==> config.mk <==
export PLATFORM = sky130hd
export DESIGN_NAME = song_reader
export DESIGN_NICKNAME = d
export VERILOG_FILES = /design/src/rtl/song_reader_pkg.sv /design/src/rtl/song_rom.sv /design/src/rtl/song_reader.sv
export SDC_FILE = /design/constraint.sdc
export NUM_CORES = 1
export LEC_CHECK = 0
export BUFFER_PORTS_ARGS = -buffer_cell sky130_fd_sc_hd__buf_2
export CORE_UTILIZATION = 35
export CTS_CLUSTER_SIZE = 28
export DETAILED_ROUTE_END_ITERATION = 12
export PLACE_DENSITY = 0.52
export SETUP_SLACK_MARGIN = 0.5
export SLEW_MARGIN = 10
export SYNTH_ARGS = -nofsm -noshare
export SYNTH_HDL_FRONTEND = slang
export SYNTH_SLANG_ARGS = --single-unit
==> constraint.sdc <==
create_clock -name clk -period 4.7 [get_ports clk]
set_input_delay 0 -clock clk [delete_from_list [all_inputs] [get_ports clk]]
set_output_delay 0 -clock clk [all_outputs]
set_load 0.05 [all_outputs]
==> src/rtl/song_reader_pkg.sv <==
// Shared definitions for the song sequencer: field widths, FSM state
// encoding and the song image that song_rom serves.
//
// Song image (address = {song, idx}, word = {note, dur}):
//   song 0 : (12,4) (20,2) marker
//   song 1 : (0,5)  (7,1)  marker            -- note 0 is a rest
//   song 2 : (33,7) (40,9) marker
//   song 3 : 32 entries, slot i = (63-i, i+1), no marker
// Every slot not listed above holds 0, which reads as an end-of-song marker.
package song_reader_pkg;

    localparam int SONG_BITS = 2;
    localparam int IDX_BITS  = 5;
    localparam int NOTE_W    = 6;
    localparam int DUR_W     = 6;
    localparam int ADDR_W    = SONG_BITS + IDX_BITS;
    localparam int ROM_W     = NOTE_W + DUR_W;

    localparam logic [DUR_W-1:0]    END_MARKER = '0;
    localparam logic [IDX_BITS-1:0] IDX_LAST   = '1;
    localparam logic [IDX_BITS-1:0] IDX_ONE    = IDX_BITS'(1);

    typedef enum logic [2:0] {
        S_IDLE     = 3'd0,
        S_FETCH    = 3'd1,
        S_LOAD     = 3'd2,
        S_ANNOUNCE = 3'd3,
        S_GUARD    = 3'd4,
        S_PLAY     = 3'd5,
        S_DONE     = 3'd6
    } state_t;

    function automatic logic [ROM_W-1:0] rom_word(input logic [ADDR_W-1:0] addr);
        logic [SONG_BITS-1:0] s;
        logic [IDX_BITS-1:0]  i;
        logic [NOTE_W-1:0]    i6;
        s  = addr[ADDR_W-1:IDX_BITS];
        i  = addr[IDX_BITS-1:0];
        i6 = {1'b0, i};
        rom_word = '0;
        case (s)
            2'd0: begin
                case (i)
                    5'd0:    rom_word = {6'd12, 6'd4};
                    5'd1:    rom_word = {6'd20, 6'd2};
                    default: rom_word = '0;
                endcase
            end
            2'd1: begin
                case (i)
                    5'd0:    rom_word = {6'd0, 6'd5};
                    5'd1:    rom_word = {6'd7, 6'd1};
                    default: rom_word = '0;
                endcase
            end
            2'd2: begin
                case (i)
                    5'd0:    rom_word = {6'd33, 6'd7};
                    5'd1:    rom_word = {6'd40, 6'd9};
                    default: rom_word = '0;
                endcase
            end
            default: rom_word = {6'd63 - i6, i6 + 6'd1};
        endcase
    endfunction

endpackage

==> src/rtl/song_rom.sv <==
// Synchronous-read song ROM, one cycle of latency.
// Ports:
//   clk   in   system clock
//   addr  in   {song, idx}
//   dout  out  {note, dur}, valid the cycle after addr is presented
module song_rom
    import song_reader_pkg::*;
(
    input  logic              clk,
    input  logic [ADDR_W-1:0] addr,
    output logic [ROM_W-1:0]  dout
);

    always_ff @(posedge clk) begin
        dout <= rom_word(addr);
    end

endmodule

==> src/rtl/song_reader.sv <==
// Song sequencer feeding note_player. Walks the selected song one ROM entry
// per note, loads each note/duration pair with a one-cycle new_note strobe,
// waits for note_done, and raises song_done at the end marker or after the
// last slot.
// Ports:
//   clk        in   system clock
//   reset      in   synchronous, active-low
//   play       in   1 = advance, 0 = hold in PLAY
//   song       in   song select; any change restarts at slot 0
//   note_done  in   note_player done level (high while idle)
//   note       out  note code to load (registered)
//   duration   out  duration to load (registered)
//   new_note   out  load strobe, one cycle wide
//   song_done  out  level, held until song change or reset
module song_reader
    import song_reader_pkg::*;
(
    input  logic                 clk,
    input  logic                 reset,
    input  logic                 play,
    input  logic [SONG_BITS-1:0] song,
    input  logic                 note_done,
    output logic [NOTE_W-1:0]    note,
    output logic [DUR_W-1:0]     duration,
    output logic                 new_note,
    output logic                 song_done
);

    state_t                 state_q;
    logic [IDX_BITS-1:0]    idx_q;
    logic [IDX_BITS-1:0]    idx_d;
    logic [SONG_BITS-1:0]   song_q;
    logic [NOTE_W-1:0]      note_q;
    logic [DUR_W-1:0]       dur_q;
    logic                   new_note_q;
    logic                   song_done_q;

    logic [ADDR_W-1:0]      rom_addr;
    logic [ROM_W-1:0]       rom_dout;
    logic [NOTE_W-1:0]      rom_note;
    logic [DUR_W-1:0]       rom_dur;

    // The address is always driven from the current slot; it only matters
    // in FETCH, and dout is consumed in LOAD.
    assign rom_addr = {song_q, idx_q};
    assign rom_note = rom_dout[ROM_W-1:DUR_W];
    assign rom_dur  = rom_dout[DUR_W-1:0];
    assign idx_d    = idx_q + IDX_ONE;

    song_rom u_rom (
        .clk  (clk),
        .addr (rom_addr),
        .dout (rom_dout)
    );

    always_ff @(posedge clk) begin
        if (!reset) begin
            state_q     <= S_IDLE;
            idx_q       <= '0;
            song_q      <= song;
            note_q      <= '0;
            dur_q       <= '0;
            new_note_q  <= 1'b0;
            song_done_q <= 1'b0;
        end else if (song != song_q) begin
            // A new selection outranks everything else this cycle,
            // including an arriving note_done. note/duration are left
            // alone: without a strobe they are never consumed.
            state_q     <= S_IDLE;
            idx_q       <= '0;
            song_q      <= song;
            new_note_q  <= 1'b0;
            song_done_q <= 1'b0;
        end else begin
            new_note_q <= 1'b0;
            case (state_q)
                S_IDLE: begin
                    if (play) state_q <= S_FETCH;
                end
                S_FETCH: begin
                    state_q <= S_LOAD;
                end
                S_LOAD: begin
                    if (rom_dur == END_MARKER) begin
                        state_q     <= S_DONE;
                        song_done_q <= 1'b1;
                    end else begin
                        note_q     <= rom_note;
                        dur_q      <= rom_dur;
                        new_note_q <= 1'b1;
                        state_q    <= S_ANNOUNCE;
                    end
                end
                S_ANNOUNCE: begin
                    state_q <= S_GUARD;
                end
                S_GUARD: begin
                    // note_done is stale here: note_player only restarts
                    // its timer the cycle after the load.
                    state_q <= S_PLAY;
                end
                S_PLAY: begin
                    if (note_done && play) begin
                        if (idx_q == IDX_LAST) begin
                            state_q     <= S_DONE;
                            song_done_q <= 1'b1;
                        end else begin
                            idx_q   <= idx_d;
                            state_q <= S_FETCH;
                        end
                    end
                end
                S_DONE: begin
                    song_done_q <= 1'b1;
                end
                default: begin
                    state_q <= S_IDLE;
                end
            endcase
        end
    end

    assign note      = note_q;
    assign duration  = dur_q;
    assign new_note  = new_note_q;
    assign song_done = song_done_q;

endmodule

# Word level (Yosys, flattened, before mapping)
# Index checks and enable logic that the tools add are counted.
# Widths: inputs -> output; s select.
dict set report op_classes {
  n_shift 0
  muxes 16
  bitwise_logic 6
  add_sub_neg 3
  div_mod_pow 0
  mul 0
  eq_ne 16
  n_reduce_logical 12
  order_cmp 0
}
# operator n
set op_table {}
lappend op_table {{$pmux 12 s3} 1}
lappend op_table {{$pmux 12 s2} 1}
lappend op_table {{$pmux 11 s2} 1}
lappend op_table {{$pmux 3 s7} 1}
lappend op_table {{$pmux 9 s2} 1}
lappend op_table {{$mux 3} 4}
lappend op_table {{$eq 3x3->1 const B} 3}
lappend op_table {{$reduce_and 3->1} 3}
lappend op_table {{$ne 2x2->1 const B} 4}
lappend op_table {{$add 5x1->6 const B} 1}
lappend op_table {{$eq 3x2->1 const B} 2}
lappend op_table {{$logic_not 6->1} 1}
lappend op_table {{$not 1->1} 6}
lappend op_table {{$sub 6x5->6 const A} 1}
lappend op_table {{$add 5x1->5 const B} 1}
lappend op_table {{$eq 5x1->1 const B} 1}
lappend op_table {{$eq 5x5->1 const B} 1}
lappend op_table {{$logic_not 5->1} 1}
lappend op_table {{$mux 1} 4}
lappend op_table {{$mux 2} 2}
lappend op_table {{$reduce_and 4->1} 1}
lappend op_table {{$eq 3x1->1 const B} 1}
lappend op_table {{$logic_not 3->1} 1}
lappend op_table {{$pmux 1 s3} 1}
lappend op_table {{other kinds (9)} 9}
dict set report word_totals {
  latch_bits 0
  romBits 0
  mem_count 0
  register_bits 36
  out_inout_bits 14
  word_cells 61
  input_bits 6
  mem_bits_rw 0
}

# Depth between registers and ports, before layout
dict set report logic_depth {
  word_depth 4
  ltp_mapped 7
  mapped_depth_nobuf 7
}

# Cells and area by module
# From an unflattened synthesis, not the netlist that was laid out.
dict set report hier_totals {
  hier_cells 183
  hier_area_um2 1681.6
}
# module n_inst seq_area_each_um2 area_per_inst_um2 cells_per_inst
set by_module_without_submodules {}
lappend by_module_without_submodules {song_reader 1 500.5 1139.8 123}
lappend by_module_without_submodules {song_rom 1 240.2 541.8 60}

# Worst setup path after synthesis
# Ideal clock, no wire load.
dict set report synth_path {
  path_type {register to register}
  from {reg idx_q[0]}
  to {reg idx_q[1]}
  t_arrival_ns 1.623
  setup_time_ns 0.130
  stages_incl_launch_ff 7
  required_ns 4.570
  period_less_slack_ns 1.753
  path_buffers 0
  slack_ns 2.947
  path_cell_list {dfxtp_1 > ha_1 > and3_1 > ha_1 > nor3_1 > mux2i_1 > nor2_1}
}
dict set report synth_between {
  elab_chain_len 3
  elab_cells_between_ends 4
  cone_classes {1 x add/sub; 1 x eq/ne; 1 x bitwise; 1 x reduce/logical}
}
# item line
set synth_rtl {}
lappend synth_rtl {{start, declared} song_reader.sv:30} ;# logic [IDX_BITS-1:0] idx_q;
lappend synth_rtl {{start signal, assigned} song_reader.sv:108} ;# idx_q <= idx_d;
lappend synth_rtl {{parallel branches: the longest is 3 deep, another holds $add 5x1->5} -}
# Several ways; the timed one is not identified.
# A chain may end at the register's enable or synchronous reset.

# Worst setup path after layout
# Same ends and word-level chain as after synthesis.

==> results by group <==
Floorplan
  • Die area: 0.00489 sq mm
  • DIE HEIGHT: 69.9 um
  • Site Rows: 24
  • Die X-Extent: 69.9 um
  • Core ar.: 0.00438 sq mm
  • Top Ports: 20
  • Initial core utilization: 36.8%

Timing
  • Final Critical Period: 1930 ps
  • Slew Limit Headroom: 59.3%
  • Final Max Slew Viols: 0
  • Fin crit share: 41.1%
  • Worst slew pin tran: 603 ps
  • Finish-stage setup viols: 0
  • Fin. Hold Viols: 0
  • Setup TNS: 0 ps
  • Clk_skew: 8.74 ps
  • F_max: 517 MHz
  • Slack of the critical path: 2770 ps
  • Unrepaired setup endpoints after global routing: false

Placed design
  • Post-DP HPWL: 2380 um
  • Placement Setup Slack: 2770 ps
  • GP Congestion: 0.829
  • Placed cell areas: 0.00171 sq mm
  • I/O Buffers: 19

Detailed routing
  • Routed Antenna Nets: 0
  • WL final: 3310 um
  • Detailed Route Iter0 Violations: 88
  • Vias per std cell: 5.07
  • DR pass1 iterations: 4
  • DR vias: 1272
  • DR DRC count: 0
  • Routed length per instance: 13.2 um

Clock network
  • Clock-pin slew on the worst setup and hold paths: 80 ps
  • Longest Clk Path Bufs: 2
  • Clk_lat worst skew: 290 ps
  • Clk sinks: 36
  • CTS Buf Count: 5
  • Post-CTS sizing: 0
  • CTS root buffer: clkbuf_8
  • CTS tree: yes
  • CTS H-tree lvls: 2

Global route
  • All-layer global routing usage: 14.8%
  • Largest net degree at the start of global routing: 26
  • Vias in the first global route: 1228
  • Grt ovf: 0
  • First-pass GRT wire length: 5730 um
  • Initial antenna violation count: 0

Critical path
  • Most common cell on crit path: ha_1
  • CP delay by family, top: simple AND/OR/NAND/NOR gates
  • Crit. End Element: register
  • CP startpoint kind: register
  • CP Cell Sequence: ha_1 > and3_1 > ha_1 > nor3_1 > mux2i_1 > nor2_1
  • Worst Path Required: 4870 ps
  • Peak fanout along the critical path: 6
  • WS Path Type: register to register
  • CP max-delay cell: nor3_1
  • WP buf/inv: 0
  • Worst path max stage delay: 500 ps
  • Crit path arrival time: 2100 ps

Power and ir drop
  • Leak: 0.773 nW
  • Worst vdd ir: 0.128 mV
  • Switching pwr: 0.147 mW
  • Combinational share of power: 6.5%
  • P_int: 0.436 mW
  • Switch share: 25.1%
  • Sequential power share: 56.1%
  • Clock Power Share: 37.4%
  • Cell area power density: 321 mW/mm^2

Cells and area
  • Area Growth Syn to Fin: 12.5%
  • Sequential cell area: 741 sq um
  • Fill cells: 472
  • Most common cell after layout, fill and taps aside: dfxtp_1
  • Multi-input gate area: 782 sq um
  • Most frequent cells in the layout: dfxtp_1 (34), nand2_1 (33), buf_2 (19)
  • Design area: 0.00182 sq mm
  • Nets: 208
  • Antenna cells: 0
  • Layout cell share with drive strength beyond 1: 15.6%
  • Final core utilization: 41.4%

Worst hold path
  • Min-Delay Path Class: primary input to register

Synthesis
  • Area of the mapped netlist: 0.00162 sq mm
  • Post-synthesis cell count: 181
  • Sequential area share after synthesis: 45.9%
  • Synthesis-stage register bit count: 36
  • Synthesized area per cell: 8.92 sq um
  • Ys Warns: 0
  • Unique masters post-synth: 36
  • Synth Net Count: 191

Flow run
  • Max-cap violation count: 0

Outcome
  • Outcome: complete, no violations
==> metrics by stage <==
step                      hold WS (ps)  instances  power (mW)
after global routing               165        251       0.612
after CTS                          121        251       0.589
after global placement             205        241       0.369
final                              141        251       0.583
after floorplan                   98.9        181       0.361
after detailed placement           207        241       0.370
==> synth_stat cells <==
master    number  area (sq um)
xor2_1         2          17.5
nor3_2         1          10.0
o21a_1         1          7.51
or4_4          1          11.3
nand2_1       33           124
o31ai_1        1          7.51
nor2_1        11          41.3
a21oi_1       10          50.1
nand3_1        5          25.0
ha_1           4          50.1
and3_1         2          12.5
xnor2_1        4          35.0
nor2b_1        3          18.8
o311ai_0       1          8.76
nor3_1         2          10.0
a32o_1         1          10.0
buf_2          2          10.0
o21ai_0        8          40.0
buf_4          3          22.5
edfxtp_1       2          60.1
mux2i_1       14           140
mux2_2         1          11.3
nand3_2        1          10.0
o22ai_1        5          31.3
a311oi_1       1          8.76
dfxtp_1       34           681
nand4b_1       1          8.76
nand2b_1       5          31.3
buf_8          1          15.0
clkbuf_1       5          18.8
inv_1          7          26.3
and2_1         2          12.5
nand3b_1       1          7.51
nor4_1         4          25.0
o31a_1         1          8.76
nor3b_1        1          7.51
==> cells by family (layout without fill, tap and decap cells) <==
group	Yosys count	in the layout	share of synthesized area (%)
and+or+nand+nor	73	73	22.0
DFF	36	36	45.9
AOI/OAI and AO/OA	29	29	10.7
buffers and inverters	18	36	5.73
muxes	15	15	9.37
xor gates and xnor gates	6	6	3.25
adders and majority gates	4	4	3.10
==> final cells by class <==
class                           instances  share of cell area, %
Multi-Input combinational cell        127                   43.0
Sequential cell                        36                   40.8
Timing Repair Buffer                   21                   6.34
Clock buffer                            5                   3.79
Tap cell                               52                   3.58
Inverter                                7                   1.45
Clock inverter                          3                   1.03
==> registers in the layout (all words and copies together) (netlist names) <==
name / flops
state_q: 3
new_note: 1
note: 6
song_done: 1
u_rom.dout: 12
song_q: 2
duration: 6
idx_q: 5
==> what timing repair did <==
item	in CTS	in global routing
hold endpoints to repair	2	0
setup buffers	0	0
hold buffers	2	0
==> worst paths after layout <==
check	cells past startpoint	slack, ps	start	to
setup / recovery	6	2770	idx_q[0]$_SDFFE_PP0P_	idx_q[1]$_SDFFE_PP0P_
hold / removal	4	140	note_done	state_q[0]$_SDFFE_PP0P_
setup reg to reg	6	2770	idx_q[0]$_SDFFE_PP0P_	idx_q[1]$_SDFFE_PP0P_
hold reg to reg	2	430	u_rom.dout[9]$_DFF_P_	note[3]$_SDFFE_PN0P_
==> power by group through the flow <==
stage          logic (mW)  clock network (mW)  registers, mW
6_report           0.0381               0.218          0.327
5_1_grt            0.0432               0.240          0.328
4_1_cts            0.0379               0.225          0.327
3_5_place_dp       0.0365                   0          0.334
3_3_place_gp       0.0362                   0          0.333
2_1_floorplan      0.0329                   0          0.328
==> routing by layer <==
metal | vias up | global-route usage, % | part of all wire, %
met2 | 34 | 23.9 | 47
met5 | - | 0 | 0
met3 | 10 | 4.91 | 4.4
met1 | 577 | 18.4 | 47
li1 | 651 | - | -
met4 | 0 | 5.33 | 1.8
==> tightest hold or removal path, cell delays in order <==
cell      delay (ps)
buf_2             70
nand2_1          140
nand2b_1         120
a21oi_1           50
(Power assumes the default switching activity.)
